$ cat src/rtl/serdesphy_tx_pkg.sv
// Shared constants and FSM encoding for the 240 MHz TX word shifter.
package serdesphy_tx_pkg;

    localparam int         SERDESPHY_WORD_W     = 10;
    localparam logic [9:0] SERDESPHY_K28_5_RDN  = 10'h17C;
    localparam logic [6:0] SERDESPHY_PRBS7_SEED = 7'h7F;

    typedef enum logic [1:0] {
        ST_IDLE  = 2'd0,
        ST_PRIME = 2'd1,
        ST_RUN   = 2'd2,
        ST_DRAIN = 2'd3
    } tx_state_e;

endpackage

$ cat src/rtl/serdesphy_tx_word_fifo.sv
// Single-clock word FIFO with wrap-bit pointers and combinational read port.
module serdesphy_tx_word_fifo #(
    parameter  int W     = 10,
    parameter  int DEPTH = 4,
    localparam int AW    = $clog2(DEPTH)
) (
    input  logic         clk_240m_tx,
    input  logic         rst_n_240m_tx,
    input  logic         push,
    input  logic         pop,
    input  logic [W-1:0] din,
    output logic [W-1:0] dout,
    output logic         full,
    output logic         empty,
    output logic [AW:0]  level
);

    logic [W-1:0] mem_q [DEPTH];
    logic [AW:0]  wptr_q, wptr_d, rptr_q, rptr_d;
    logic         push_ok, pop_ok;

    assign full    = (wptr_q[AW] != rptr_q[AW]) && (wptr_q[AW-1:0] == rptr_q[AW-1:0]);
    assign empty   = (wptr_q == rptr_q);
    assign level   = wptr_q - rptr_q;
    assign dout    = mem_q[rptr_q[AW-1:0]];
    assign push_ok = push && !full;
    assign pop_ok  = pop && !empty;
    assign wptr_d  = push_ok ? wptr_q + 1'b1 : wptr_q;
    assign rptr_d  = pop_ok  ? rptr_q + 1'b1 : rptr_q;

    always_ff @(posedge clk_240m_tx or negedge rst_n_240m_tx) begin
        if (!rst_n_240m_tx) begin
            wptr_q <= '0;
            rptr_q <= '0;
        end else begin
            wptr_q <= wptr_d;
            rptr_q <= rptr_d;
        end
    end

    always_ff @(posedge clk_240m_tx) begin
        if (push_ok) mem_q[wptr_q[AW-1:0]] <= din;
    end

endmodule

$ cat src/rtl/serdesphy_tx_word_shifter.sv
// TX word FIFO + LSB-first bit shifter with IDLE_WORD fill on underrun.
// Optional PRBS7 source enabled by defining SERDESPHY_TX_PRBS_EN.
module serdesphy_tx_word_shifter
    import serdesphy_tx_pkg::*;
#(
    parameter  int                WORD_W      = SERDESPHY_WORD_W,
    parameter  int                FIFO_DEPTH  = 4,
    parameter  int                PRIME_LEVEL = 2,
    parameter  logic [WORD_W-1:0] IDLE_WORD   = SERDESPHY_K28_5_RDN,
    parameter  int                CNT_W       = 8,
    localparam int                LVL_W       = $clog2(FIFO_DEPTH) + 1,
    localparam int                BIT_W       = $clog2(WORD_W)
) (
    input  logic              clk_240m_tx,
    input  logic              rst_n_240m_tx,
    input  logic              tx_en,
    input  logic [WORD_W-1:0] word_in_data,
    input  logic              word_in_valid,
    output logic              word_in_ready,
    output logic              tx_serial_data,
    output logic              tx_serial_valid,
    output logic              tx_idle_pattern,
    output logic [LVL_W-1:0]  fifo_level,
    output logic              busy,
    output logic              underrun_sticky,
    output logic [CNT_W-1:0]  underrun_count,
    input  logic              underrun_clr
`ifdef SERDESPHY_TX_PRBS_EN
    ,
    input  logic              prbs_en
`endif
);

    tx_state_e         state_q, state_d;
    logic [BIT_W-1:0]  bit_cnt_q, bit_cnt_d;
    logic [WORD_W-1:0] word_q, word_d;
    logic              wvalid_q, wvalid_d, widle_q, widle_d, wprbs_q, wprbs_d;
    logic              sdata_q, sdata_d, svalid_q, svalid_d, sidle_q, sidle_d;
    logic              sticky_q, sticky_d, rdy_en_q;
    logic [CNT_W-1:0]  ucnt_q, ucnt_d;
    logic              push, pop, load, underrun, boundary, shifting;
    logic              fifo_full, fifo_empty, prbs_req, prbs_bit;
    logic [WORD_W-1:0] fifo_dout;

    // Ready stays low until the first clock after reset release.
    assign word_in_ready   = rdy_en_q && !fifo_full;
    assign push            = word_in_valid && word_in_ready;
    assign busy            = (state_q != ST_IDLE);
    assign boundary        = (bit_cnt_q == BIT_W'(WORD_W - 1));
    assign shifting        = (state_q == ST_RUN) || (state_q == ST_DRAIN);
    assign tx_serial_data  = sdata_q;
    assign tx_serial_valid = svalid_q;
    assign tx_idle_pattern = sidle_q;
    assign underrun_sticky = sticky_q;
    assign underrun_count  = ucnt_q;

    serdesphy_tx_word_fifo #(.W(WORD_W), .DEPTH(FIFO_DEPTH)) u_fifo (
        .clk_240m_tx   (clk_240m_tx),
        .rst_n_240m_tx (rst_n_240m_tx),
        .push          (push),
        .pop           (pop),
        .din           (word_in_data),
        .dout          (fifo_dout),
        .full          (fifo_full),
        .empty         (fifo_empty),
        .level         (fifo_level)
    );

`ifdef SERDESPHY_TX_PRBS_EN
    logic [6:0] lfsr_q, lfsr_d;

    assign prbs_req = prbs_en;
    assign prbs_bit = lfsr_q[6];

    always_comb begin
        lfsr_d = lfsr_q;
        if (shifting && wprbs_q) lfsr_d = {lfsr_q[5:0], lfsr_q[6] ^ lfsr_q[5]};
    end

    always_ff @(posedge clk_240m_tx or negedge rst_n_240m_tx) begin
        if (!rst_n_240m_tx) lfsr_q <= SERDESPHY_PRBS7_SEED;
        else                lfsr_q <= lfsr_d;
    end
`else
    assign prbs_req = 1'b0;
    assign prbs_bit = 1'b0;
`endif

    always_comb begin
        state_d   = state_q;
        bit_cnt_d = bit_cnt_q;
        word_d    = word_q;
        wvalid_d  = wvalid_q;
        widle_d   = widle_q;
        wprbs_d   = wprbs_q;
        sdata_d   = 1'b0;
        svalid_d  = 1'b0;
        sidle_d   = 1'b0;
        load      = 1'b0;
        pop       = 1'b0;
        underrun  = 1'b0;
        case (state_q)
            ST_IDLE: begin
                bit_cnt_d = '0;
                if (tx_en) state_d = ST_PRIME;
            end
            ST_PRIME: begin
                if (!tx_en) state_d = ST_IDLE;
                else if (fifo_level >= LVL_W'(PRIME_LEVEL)) begin
                    state_d = ST_RUN;
                    load    = 1'b1;
                end
            end
            ST_RUN, ST_DRAIN: begin
                sdata_d   = wprbs_q ? prbs_bit : word_q[0];
                svalid_d  = wvalid_q;
                sidle_d   = widle_q;
                word_d    = word_q >> 1;
                bit_cnt_d = boundary ? '0 : bit_cnt_q + 1'b1;
                // Disable on the last bit of a word ends immediately; otherwise drain.
                if (state_q == ST_RUN && tx_en) load = boundary;
                else if (boundary)              state_d = ST_IDLE;
                else                            state_d = ST_DRAIN;
            end
            default: state_d = ST_IDLE;
        endcase
        if (load) begin
            bit_cnt_d = '0;
            if (prbs_req) begin
                wprbs_d  = 1'b1;
                wvalid_d = 1'b1;
                widle_d  = 1'b0;
            end else if (!fifo_empty) begin
                pop      = 1'b1;
                word_d   = fifo_dout;
                wprbs_d  = 1'b0;
                wvalid_d = 1'b1;
                widle_d  = 1'b0;
            end else begin
                underrun = 1'b1;
                word_d   = IDLE_WORD;
                wprbs_d  = 1'b0;
                wvalid_d = 1'b0;
                widle_d  = 1'b1;
            end
        end
    end

    always_comb begin
        sticky_d = sticky_q;
        ucnt_d   = ucnt_q;
        if (underrun_clr) begin
            sticky_d = 1'b0;
            ucnt_d   = '0;
        end else if (underrun) begin
            sticky_d = 1'b1;
            if (ucnt_q != '1) ucnt_d = ucnt_q + 1'b1;
        end
    end

    always_ff @(posedge clk_240m_tx or negedge rst_n_240m_tx) begin
        if (!rst_n_240m_tx) begin
            state_q   <= ST_IDLE;
            bit_cnt_q <= '0;
            word_q    <= '0;
            wvalid_q  <= 1'b0;
            widle_q   <= 1'b0;
            wprbs_q   <= 1'b0;
            sdata_q   <= 1'b0;
            svalid_q  <= 1'b0;
            sidle_q   <= 1'b0;
            sticky_q  <= 1'b0;
            ucnt_q    <= '0;
            rdy_en_q  <= 1'b0;
        end else begin
            state_q   <= state_d;
            bit_cnt_q <= bit_cnt_d;
            word_q    <= word_d;
            wvalid_q  <= wvalid_d;
            widle_q   <= widle_d;
            wprbs_q   <= wprbs_d;
            sdata_q   <= sdata_d;
            svalid_q  <= svalid_d;
            sidle_q   <= sidle_d;
            sticky_q  <= sticky_d;
            ucnt_q    <= ucnt_d;
            rdy_en_q  <= 1'b1;
        end
    end

endmodule

$ cat config.mk
export PLATFORM = sky130hd
export DESIGN_NAME = serdesphy_tx_word_shifter
export DESIGN_NICKNAME = d
export VERILOG_FILES = /design/src/rtl/serdesphy_tx_pkg.sv /design/src/rtl/serdesphy_tx_word_fifo.sv /design/src/rtl/serdesphy_tx_word_shifter.sv
export SDC_FILE = /design/constraint.sdc
export NUM_CORES = 1
export LEC_CHECK = 0
export ABC_AREA = 1
export ABC_CLOCK_PERIOD_IN_PS = 7900
export BUFFER_PORTS_ARGS = -buffer_cell sky130_fd_sc_hd__buf_2
export CORE_ASPECT_RATIO = 0.7
export CORE_MARGIN = 4
export CORE_UTILIZATION = 26
export CTS_CLUSTER_DIAMETER = 30
export CTS_CLUSTER_SIZE = 24
export DETAILED_ROUTE_END_ITERATION = 8
export SLEW_MARGIN = 10
export SYNTH_ARGS = -nofsm -noshare
export SYNTH_HDL_FRONTEND = slang
export SYNTH_HIERARCHICAL = 1
export SYNTH_SLANG_ARGS = --single-unit
export TNS_END_PERCENT = 1
$ cat constraint.sdc
create_clock -name clk_240m_tx -period 7.9 [get_ports clk_240m_tx]
set_clock_uncertainty 0.2 [all_clocks]
set_input_delay 1.185 -clock clk_240m_tx [delete_from_list [all_inputs] [get_ports clk_240m_tx]]
set_output_delay 1.185 -clock clk_240m_tx [all_outputs]
set_load 0.01 [all_outputs]
==> flow_summary.ini <==
[clocking]
htree_levels = 3
post_cts_buffers = 0
root_buffer = clkbuf_16
cts_hold_buf = 0
insertion_delay_ns = 0.33
cts_tree = yes
clock_path_buffers = 2
clkSinkCount = 77
cts_buffers = 9
clk_pin_slew_ns = 0.06
ctsResizeCount = 0

[yosys]
synth_area_mm2 = 0.00373
syn_nets = 422
synth_seq_cells = 77
yosysWarningCount = 6
ys_seq_area_frac = 0.570
synth_cell_types = 33
syn_inst = 396
synth_area_per_cell_um2 = 9.43

[drt]
via_per_inst = 4.34
ant_nets = 0
wire_per_inst_um = 12.5
dr.pass1.iters = 4
via_count = 2709
drc = 0
drtIter0Drc = 233
wirelength_um = 7810

[cells_and_area]
syn2layout_area_growth_pct = 17.5
nets = 455
final_layout_size_suffix_gt1_frac = 0.161
diodes = 0
final_util = 0.313

[pwr]
power-per-cell-area_mw_per_mm2 = 358
vdd_drop_max_uv = 124
p_leak_nw = 1.98

[worst_setup_path]
cpMaxStageDelayCell = dfrtp_1
crit_fanout = 24
cp_data_arrival_time_ns = 2.19
crit_path_end_kind = primary output
critical_path.n_buffers_inverters = 2
worstPathCellList = ha_1 > inv_1 > fa_1 > xnor2_1 > buf_2
critPathMaxStageDelay_ns = 0.79
start_kind = flop
critical_path_class = flop to primary output
required_ns = 6.51
path_delay_family = flip-flops

[global_route]
grt_max_degree = 38
globalRouteOverflowTotal = 0
antenna_found_initial = 0
grt_pass1_vias = 2524
grt_usage = 0.102
grt_pass1_wl_um = 12800

[sta]
min_period_ns = 3.58
clock.fmax_mhz = 280
period_share = 0.453
rsz0062_at_grt = no
tns_ns = 0
final-setup-viol-count = 0
slew_headroom = 0.406
finalHoldViolations = 0
worst_pin_slew_ns = 0.888
drv_slew = 0

[die]
initial_core_util = 0.267
core_area_mm2 = 0.0140
num_rows = 36
die_y_um = 108
die_w_um = 151
die_area_mm2 = 0.0164
io_pins = 32

[min_path]
holdCritPathClass = flop to flop

[placed_design]
port_buffers = 31
gp_congestion = 0.915
dp_hpwl_um = 5680

[outcome]
status = finished clean

[flow_run]
drv_cap = 0
-- worst paths after layout --
| path | start | endpoint | slack, ns | cells after the start |
|---|---|---|---|---|
| hold reg to reg | word_q[0] | tx_serial_data | 0.27 | 2 |
| setup / recovery | u_fifo/rptr_q[0] | fifo_level[2] | 4.32 | 5 |
| hold / removal | word_q[0] | tx_serial_data | 0.27 | 2 |
| setup reg to reg | u_fifo/rptr_q[1] | u_fifo/mem_q[2][7] | 4.49 | 9 |
| min in group asynchronous | rst_n_240m_tx | underrun_count[3] | 0.77 | 1 |
| max in group asynchronous | rst_n_240m_tx | underrun_count[7] | 6.19 | 1 |
-- registers in the layout, indices dropped and copies added, names as in the netlist --
register / count
u_fifo/mem_q: 40
state_q: 2
word_q: 10
u_fifo/wptr_q: 3
bit_cnt_q: 4
widle_q: 1
tx_serial_data: 1
u_fifo/rptr_q: 3
wvalid_q: 1
tx_idle_pattern: 1
underrun_count: 8
rdy_en_q: 1
tx_serial_valid: 1
underrun_sticky: 1
-- layer usage --
layer,vias up,GRT usage,part of all wire
met5,-,0,0
li1,1362,-,-
met3,12,0.0302,0.059
met4,0,0.0414,0.016
met2,56,0.144,0.42
met1,1279,0.146,0.50
-- kinds of logic after synthesis --
logic type,count (synthesis),synth area share
AOI/OAI and AO/OA,47,0.0673
DFF,77,0.570
xor gates and xnor gates,2,0.00469
and+or+nand+nor,197,0.251
adders and majority gates,11,0.0389
buffers and inverters,61,0.0673
other,1,0.00100
-- cell usage after synthesis --
| library cell | count | area (µm²) |
|---|---|---|
| nor2_1 | 40 | 150 |
| o22ai_1 | 11 | 68.8 |
| fa_1 | 1 | 20.0 |
| o21ai_0 | 24 | 120 |
| nand4_1 | 4 | 25.0 |
| dfrtp_1 | 37 | 926 |
| inv_1 | 44 | 165 |
| nand3_1 | 27 | 135 |
| nand2_8 | 1 | 20.0 |
| a21oi_1 | 2 | 10.0 |
| nand3b_1 | 6 | 45.0 |
| o21ai_1 | 9 | 45.0 |
| nand2_4 | 2 | 22.5 |
| buf_6 | 2 | 22.5 |
| o21a_1 | 1 | 7.51 |
| edfxtp_1 | 40 | 1200 |
| buf_2 | 6 | 30.0 |
| clkinv_1 | 2 | 7.51 |
| nand3_4 | 3 | 52.6 |
| clkbuf_1 | 1 | 3.75 |
| xnor2_1 | 1 | 8.76 |
| nor3b_1 | 2 | 15.0 |
| or2_2 | 1 | 6.26 |
| inv_2 | 6 | 22.5 |
| ha_1 | 10 | 125 |
| nand3_2 | 1 | 10.0 |
| xor2_1 | 1 | 8.76 |
| conb_1 | 1 | 3.75 |
| nand2_2 | 6 | 37.5 |
| nor2_4 | 3 | 33.8 |
| nor3_1 | 1 | 5.00 |
| nand2_1 | 98 | 368 |
| nor2_2 | 2 | 12.5 |
-- tightest hold or removal path: stages, from the launching register on --
cell and delay, ns:
dfrtp_1 0.35, nand2_1 0.05, inv_1 0.04
-- area by class of cell --
| cell class | instances | area, µm² |
|---|---|---|
| fill | 1405 | 9620 |
| sequential | 77 | 2130 |
| multi-input combinational | 258 | 1360 |
| tap | 190 | 238 |
| clock buffer | 10 | 229 |
| inverter | 52 | 195 |
| timing repair buffer | 31 | 155 |
| clock inverter | 6 | 87.6 |
-- report_power, final --
| group | switching (mW) | total [mW] | internal, mW | leakage [nW] |
|---|---|---|---|---|
| sequential | 0.0886 | 0.603 | 0.514 | 0.841 |
| combinational | 0.351 | 0.537 | 0.186 | 0.989 |
| clock | 0.156 | 0.432 | 0.276 | 0.146 |
| total | 0.595 | 1.57 | 0.976 | 1.98 |
-- layout by cell type (no fill, tap or decap), types with 9 or more instances in the layout --
master and n:
buf_2 31, clkbuf_16 9, dfrtp_1 37, edfxtp_1 40, ha_1 10, inv_1 44, nand2_1 98, nand3_1 27
nor2_1 40, o21ai_0 24, o21ai_1 9, o22ai_1 11
-- per-stage QoR --
step	hold slack (ns)	instance area (µm²)	worst slack, ns	cells	power, mW
after floorplan	0.236	3730	5.17	396	1.01
after global placement	0.259	4070	4.71	608	1.14
after detailed placement	0.265	4070	4.51	608	1.15
after CTS	0.281	4390	4.30	624	1.59
after global routing	0.301	4390	4.09	624	1.70
final	0.275	4390	4.32	624	1.57
Power figures use the tool's default switching activity.
